File: config.mk
export PLATFORM = sky130hd
export DESIGN_NAME = crossroad_phase_scheduler
export DESIGN_NICKNAME = d
export VERILOG_FILES = /design/src/rtl/crossroad_phase_scheduler.sv
export SDC_FILE = /design/constraint.sdc
export NUM_CORES = 1
export LEC_CHECK = 0
export BUFFER_PORTS_ARGS = -buffer_cell sky130_fd_sc_hd__buf_2
export CAP_MARGIN = 20
export CORE_MARGIN = 2
export CORE_UTILIZATION = 55
export CTS_BUF_LIST = sky130_fd_sc_hd__clkbuf_4 sky130_fd_sc_hd__clkbuf_8
export DETAILED_ROUTE_END_ITERATION = 7
export PLACE_DENSITY = 0.87
export REMOVE_ABC_BUFFERS = 1
export SYNTH_ARGS = -nofsm -noshare
export SYNTH_HDL_FRONTEND = slang
export SYNTH_SLANG_ARGS = --single-unit
File: constraint.sdc
create_clock -name clk -period 6.17 [get_ports clk]
set_input_delay 1.234 -clock clk [delete_from_list [all_inputs] [get_ports clk]]
set_output_delay 1.234 -clock clk [all_outputs]
set_load 0.005 [all_outputs]
File: src/rtl/crossroad_phase_scheduler.sv
// rtl/crossroad_phase_scheduler.sv - tick-driven phase and car-release sequencer for car_crossroad
module crossroad_phase_scheduler #(
    parameter int CNT_W        = 4,
    parameter int TIMER_W      = 8,
    parameter int MIN_GREEN    = 4,
    parameter int MAX_GREEN    = 16,
    parameter int YELLOW_TICKS = 2,
    parameter int CROSS_TICKS  = 1
) (
    input  logic               clk,
    input  logic               rst,
    input  logic               tick_in,
    input  logic               enable_in,
    input  logic [CNT_W-1:0]   car_counter_a1,
    input  logic [CNT_W-1:0]   car_counter_a2,
    input  logic [CNT_W-1:0]   car_counter_b1,
    input  logic [CNT_W-1:0]   car_counter_b2,
    output logic               crossroad_status_changed_out,
    output logic               signal_car_to_cross_if_green_out,
    output logic [1:0]         phase_out,
    output logic [TIMER_W-1:0] phase_timer_out
);

    typedef enum logic [1:0] {
        A_GREEN  = 2'd0,
        A_YELLOW = 2'd1,
        B_GREEN  = 2'd2,
        B_YELLOW = 2'd3
    } phase_t;

    // cross_cnt never exceeds CROSS_TICKS-1, so clog2(CROSS_TICKS) bits suffice
    localparam int CROSS_W = (CROSS_TICKS > 1) ? $clog2(CROSS_TICKS) : 1;

    localparam logic [TIMER_W-1:0] MIN_T   = TIMER_W'(MIN_GREEN);
    localparam logic [TIMER_W-1:0] MAX_T   = TIMER_W'(MAX_GREEN);
    localparam logic [TIMER_W-1:0] YEL_T   = TIMER_W'(YELLOW_TICKS);
    localparam logic [CROSS_W:0]   CROSS_T = (CROSS_W+1)'(CROSS_TICKS);

    phase_t             phase;
    logic [TIMER_W-1:0] phase_timer;
    logic [CROSS_W-1:0] cross_cnt;
    logic               change_pulse;
    logic               release_pulse;

    logic               a_busy;
    logic               b_busy;
    logic               own_busy;
    logic               opp_busy;
    logic               is_green;
    logic [TIMER_W-1:0] nt;
    logic               do_exit;
    logic [CROSS_W:0]   cross_next;
    logic               release_due;

    always_comb begin
        a_busy      = |{car_counter_a1, car_counter_a2};
        b_busy      = |{car_counter_b1, car_counter_b2};
        // phase[1] selects the B direction for both its green and yellow phases
        own_busy    = phase[1] ? b_busy : a_busy;
        opp_busy    = phase[1] ? a_busy : b_busy;
        is_green    = (phase == A_GREEN) || (phase == B_GREEN);
        nt          = (&phase_timer) ? phase_timer : phase_timer + 1'b1;
        if (is_green)
            do_exit = opp_busy && ((nt >= MAX_T) || ((nt >= MIN_T) && !own_busy));
        else
            do_exit = (nt >= YEL_T);
        cross_next  = {1'b0, cross_cnt} + 1'b1;
        release_due = (cross_next >= CROSS_T);
    end

    always_ff @(posedge clk) begin
        if (rst) begin
            phase         <= A_GREEN;
            phase_timer   <= '0;
            cross_cnt     <= '0;
            change_pulse  <= 1'b0;
            release_pulse <= 1'b0;
        end else begin
            change_pulse  <= 1'b0;
            release_pulse <= 1'b0;
            if (tick_in && enable_in) begin
                if (do_exit) begin
                    // an exit takes priority, so a release due on this tick is dropped
                    phase        <= phase_t'(phase + 2'd1);
                    phase_timer  <= '0;
                    cross_cnt    <= '0;
                    change_pulse <= 1'b1;
                end else begin
                    phase_timer <= nt;
                    if (is_green) begin
                        if (!own_busy) begin
                            cross_cnt <= '0;
                        end else if (release_due) begin
                            release_pulse <= 1'b1;
                            cross_cnt     <= '0;
                        end else begin
                            cross_cnt <= cross_cnt + 1'b1;
                        end
                    end
                end
            end
        end
    end

    assign crossroad_status_changed_out     = change_pulse;
    assign signal_car_to_cross_if_green_out = release_pulse;
    assign phase_out                        = phase;
    assign phase_timer_out                  = phase_timer;

endmodule
==> reports/metrics.yaml, run 1 <==
holdCritStartpoint: "phase_out[0]"
htreeDepth: 1
cts_root_buffer: "clkbuf_4"
r2r_cells: 7
synth_mux_area_share_pct: 0
clk_latency_ns: 0.28
die_h_um: 44.6
synth_commonest_cells: "dfxtp_1 (12), nand3_1 (11), nand2_1 (10), nor2_1 (8), a21oi_1 (7)"
cp_cell_sequence: "buf_2, nor4_1, nand3_1, a41o_2, or4_1, a21oi_1"
yosys-top-cells-area: "dfxtp_1 (26%), nand3_1 (6.1%), ha_1 (4.1%), nand2_1 (4.1%), a21oi_1 (3.9%)"
path_class: "primary input to register"
core_area_um2: 1520
routed_wl_um: 2550
port-buffer-count: 31
synth_most_common_cell: "dfxtp_1"
endpoint_kind: "register"
synth_compound_area_share_pct: 25.9
p_leak_nw: 0.455
hold_path_depth: 2
fin_skew_ns: 0.00590
initial_core_util_pct: 59.5
reg2reg_to: "phase_timer_out[6]"
worstPathArrival_ns: 2.98
numCtsBuffers: 3
final.min_clock_period_ns: 2.77
wl_per_cell_um: 15.6
worst_hold_slack_ns: 0.495
synth-edff-count: 0
grt_antenna_before_repair: 0
ys_ff_latch: 12
num_vias: 1066
r2r-start: "phase_timer_out[1]"
wl_met3_um: 154
synth_xor_area_share_pct: 0
synth_top_area_share_pct: 26.5
dp.final_hpwl_um: 1860
maxCapViolCount: 0
outcome: "finished clean"
grt_overflow: 0
crit_path_max_incr_delay_ns: 0.48
nets: 172
critical_path.max_fanout: 8
dp.cells: 160
route.met2.wl_um: 1240
setup-tns-final_ns: 0
wl_met1_um: 1120
area_growth_pct: 18.3
io_pins: 32
fin_util_pct: 70.4
min_to: "phase_out[0]"
syn_area_per_cell_um2: 7.56
synth_ff_type: "dfxtp_1"
synthAdderAreaFrac_pct: 4.14
grt_max_degree: 14
synth_warnings: 0
top_layer: "met4"
cp-start-kind: "primary input"
r2r_slack_ns: 3.69
post-cts-setup-buffer-count: 0
hold_class: "register to register"
required_ns: 6.38
dieArea_um2: 1990
async_reset_ff_share_pct: 0
irDropWorstVdd_mv: 0.108
synth_simple_gate_area_share_pct: 38.3
synth.largest_area_cell: "dfxtp_1"
worst_pin_slew_ns: 0.432
diodes: 0
setup_viol: 0
synthesis.area_um2: 907
route.detailed.drc: 0
fmax_ghz: 0.362
cp_slowest_cell: "or4_1"
finalHoldViolations: 0
rows: 14
synth.yosys.seq_area_share_pct: 26.5
viasPerCell: 6.54
grt_pass1_wl_um: 4410
maxSlewHeadroom_pct: 71.0
cts.path.max_buffers: 2
clock_sinks: 12
power.density_nw_per_um2: 136
ctsResizeCount: 0
rsz0062_at_grt: "false"
final_antenna_net_count: 0
die_x_um: 44.6
dr.pass1.iters: 4
drt_iter0_markers: 54
cts_tree: "done"
synth_cell_types: 42
clk_pin_slew_worst_paths_ns: 0.07
netlist_instances: 120
grtUsageTotal_pct: 29.7
gp_congestion: 0.819
finalCritPeriodShare_pct: 44.8
layout-drive-gt1-share_pct: 29.9
final_cell_count_no_fill: 163
synth_top_family_by_area: "simple AND/OR/NAND/NOR gates"
grt_pass1_vias: 996
drv_slew: 0
hold_buffers: 0
[cell usage in the layout (no fill, tap or decap), types with 2 or more instances in the layout]
| master | instances |
|---|---|
| a21oi_1 | 7 |
| a31oi_1 | 4 |
| and2_1 | 2 |
| and3_1 | 3 |
| buf_2 | 31 |
| clkbuf_4 | 3 |
| dfxtp_1 | 12 |
| ha_1 | 3 |
| inv_1 | 4 |
| nand2_1 | 10 |
| nand2b_1 | 3 |
| nand3_1 | 11 |
| nor2_1 | 8 |
| nor3_1 | 5 |
| nor4_1 | 4 |
| o211ai_1 | 4 |
| o21ai_0 | 4 |
| o21ai_1 | 2 |
| o31ai_1 | 2 |
| or3_1 | 2 |
| or4_1 | 2 |
[worst max-delay path by stage]
stage,slack [ns],end,cells after the start,startpoint
finish,3.40,phase_out[0],6,car_counter_a2[1]
detailed placement,3.16,phase_out[0],6,car_counter_a1[1]
CTS,3.45,phase_out[0],6,car_counter_a1[1]
global placement,3.32,phase_out[0],6,car_counter_b1[1]
floorplan,3.50,phase_out[0],5,car_counter_a2[1]
global route,3.33,phase_out[1],6,car_counter_a1[1]
[per-layer routing]
| layer | vias up | track usage [%] |
|---|---|---|
| met4 | 0 | 9.70 |
| li1 | 515 | - |
| met3 | 4 | 6.94 |
| met5 | - | 0 |
| met2 | 53 | 51.0 |
| met1 | 494 | 36.0 |
[registers in the layout, indices dropped and copies added, names as in the netlist]
| name | count |
|---|---|
| crossroad_status_changed_out | 1 |
| phase_out | 2 |
| signal_car_to_cross_if_green_out | 1 |
| phase_timer_out | 8 |
[power by group]
part | switching, mW | internal, mW | total [mW]
Sequential | 0.000931 | 0.0783 | 0.0792
Clock | 0.0280 | 0.0226 | 0.0507
Combinational | 0.00840 | 0.00793 | 0.0163
Total | 0.0373 | 0.109 | 0.146
[final cells by class]
| class | instances | area [um^2] |
|---|---|---|
| multi-input cells | 97 | 621 |
| fillers | 130 | 450 |
| flip-flops and latches | 12 | 240 |
| repair buffers | 31 | 155 |
| clock buffers | 3 | 22.5 |
| well taps | 16 | 20.0 |
| inverters | 4 | 15.0 |
[worst max-delay path, delay by kind of cell]
kind / cells / cell delay [ns]
AOI/OAI and AO/OA: 2 / 0.53
and+or+nand+nor: 3 / 1.12
buffers and inverters: 1 / 0.09
[cells by family (layout without fill, tap and decap cells)]
kind of cell	after synthesis	in the layout
adder cells (fa/ha/maj)	3	3
buffers and inverters	11	38
flip-flops	12	12
AO/OA/AOI/OAI	34	34
AND/OR/NAND/NOR	60	60
[per-stage QoR]
step / total power [mW] / instance area (um^2) / setup slack (ns)
floorplan: 0.0875 / 876 / 3.50
global route: 0.154 / 1070 / 3.33
global placement: 0.0964 / 1050 / 3.32
finish: 0.146 / 1070 / 3.40
detailed placement: 0.0970 / 1050 / 3.16
CTS: 0.146 / 1070 / 3.45
No activity file was read; power rests on OpenSTA's default activity.
==> run 2, diff against run 1 <==
CORE_UTILIZATION = 51   (was 55)
PLACE_DENSITY = 0.81   (was 0.87)
clock period = 2.57 ns   (was 6.17 ns; I/O delays follow)
==> reports/metrics.yaml, run 2 (synthesized netlist as in run 1, its figures left out) <==
outcome: "finished clean"
cts.path.max_buffers: 2
mostFrequentLayoutCells: "buf_2 (31), dfxtp_1 (12), nand3_1 (11)"
dieArea_um2: 2130
die_h_um: 46.2
numCtsBuffers: 3
finalHoldViolations: 0
p_leak_nw: 0.469
finalCritPeriodShare_pct: 92.7
irDropWorstVdd_mv: 0.265
route.detailed.drc: 0
rows: 15
diodes: 0
initial_core_util_pct: 53.1
cts_root_buffer: "clkbuf_4"
grt_overflow: 0
clk_latency_ns: 0.27
dr.pass1.iters: 4
maxCapViolCount: 0
sequentialPowerShare_pct: 49.9
setup_viol: 0
final_area_um2: 1110
rsz0062_at_grt: "false"
maxSlewHeadroom_pct: 73.3
routed_wl_um: 2350
r2r_cells: 7
endpoint_kind: "register"
dp.final_hpwl_um: 1800
core_area_um2: 1710
area_growth_pct: 22.3
drv_slew: 0
num_vias: 1052
grtUsageTotal_pct: 24.3
path_class: "register to register"
pwr-share-comb_pct: 10.2
final_cell_count_no_fill: 174
drt_iter0_markers: 53
final_common_cell: "buf_2"
final.min_clock_period_ns: 2.38
clkPwrFrac_pct: 39.9
power.density_nw_per_um2: 343
layout-drive-gt1-share_pct: 31.5
hold_path_depth: 2
fin_skew_ns: 0.00181
fin_total_pwr_mw: 0.381
p_switching_mw: 0.0877
largest_register_ffs: 8
die_x_um: 46.2
setup-tns-final_ns: 0
hold_class: "register to register"
required_ns: 2.76
clk_pin_slew_worst_paths_ns: 0.08
final_antenna_net_count: 0
grt_pass1_vias: 899
wl_per_cell_um: 13.5
grt_max_degree: 14
worstPathArrival_ns: 2.58
cp-start-kind: "register"
dpl_cell_area_um2: 1070
dp.cells: 170
clock_sinks: 12
nets: 173
fmax_ghz: 0.420
io_pins: 32
cts_tree: "done"
grt_antenna_before_repair: 0
sw_frac_of_total_pct: 23.0
worst_pin_slew_ns: 0.397
fin_util_pct: 65.0
viasPerCell: 6.05
critical_path.max_fanout: 7
p_int_mw: 0.293
port-buffer-count: 31
gp_congestion: 0.898
grt_pass1_wl_um: 3800
htreeDepth: 1
-- run 2: cell types whose count changed in the layout (fill, tap and decap cells not counted), sizes merged --
cell,previous run,this run
buf,31,32
clkbuf,3,4
-- run 2: worst paths after layout --
kind | slack, ns | startpoint | end
worst max register to register | 0.19 | phase_timer_out[0] | phase_timer_out[6]
worst max-delay path | 0.19 | phase_timer_out[0] | phase_timer_out[6]
worst min-delay path | 0.51 | phase_out[0] | phase_out[0]
worst min register to register | 0.51 | phase_out[0] | phase_out[0]
-- run 2: critical path, stage by stage (launching register included) --
cell,delay (ns)
dfxtp_1,0.40
ha_1,0.31
nand4_2,0.15
or3_1,0.40
a221oi_2,0.33
nor3b_4,0.36
nor3_2,0.12
nor4_2,0.24
-- run 2: routing by layer --
layer / GRT usage [%] / wire length (um) / share of wire, %
met3: 5.49 / 126 / 5.4
met2: 40.0 / 1110 / 47
met5: 0 / 0 / 0
met4: 8.57 / 72 / 3.1
met1: 30.8 / 1040 / 44
-- run 2: power by group through the flow --
stage	combinational [mW]	clock, mW	sequential, mW
5_1_grt	0.0439	0.163	0.190
3_3_place_gp	0.0371	0	0.194
4_1_cts	0.0385	0.155	0.190
6_report	0.0387	0.152	0.190
3_5_place_dp	0.0382	0	0.194
2_1_floorplan	0.0156	0	0.194
-- run 2: stage by stage --
step | setup WS (ns) | hold slack [ns]
3_5_place_dp | 0.234 | 0.494
6_report | 0.188 | 0.506
4_1_cts | 0.211 | 0.509
3_3_place_gp | 0.301 | 0.484
5_1_grt | 0.0159 | 0.528
2_1_floorplan | 0.450 | 0.475
-- run 2: repair_timing --
action	4_1_cts	5_1_grt
setup buffers	0	0
gates resized for setup	0	1
hold buffers	0	0
setup endpoints to repair	0	1
-- run 2: final cells by class --
type / instances / area, um^2
multi-input cells: 97 / 624
fillers: 154 / 598
flip-flops and latches: 12 / 240
repair buffers: 32 / 163
clock buffers: 4 / 36.3
well taps: 25 / 31.3
inverters: 4 / 15.0
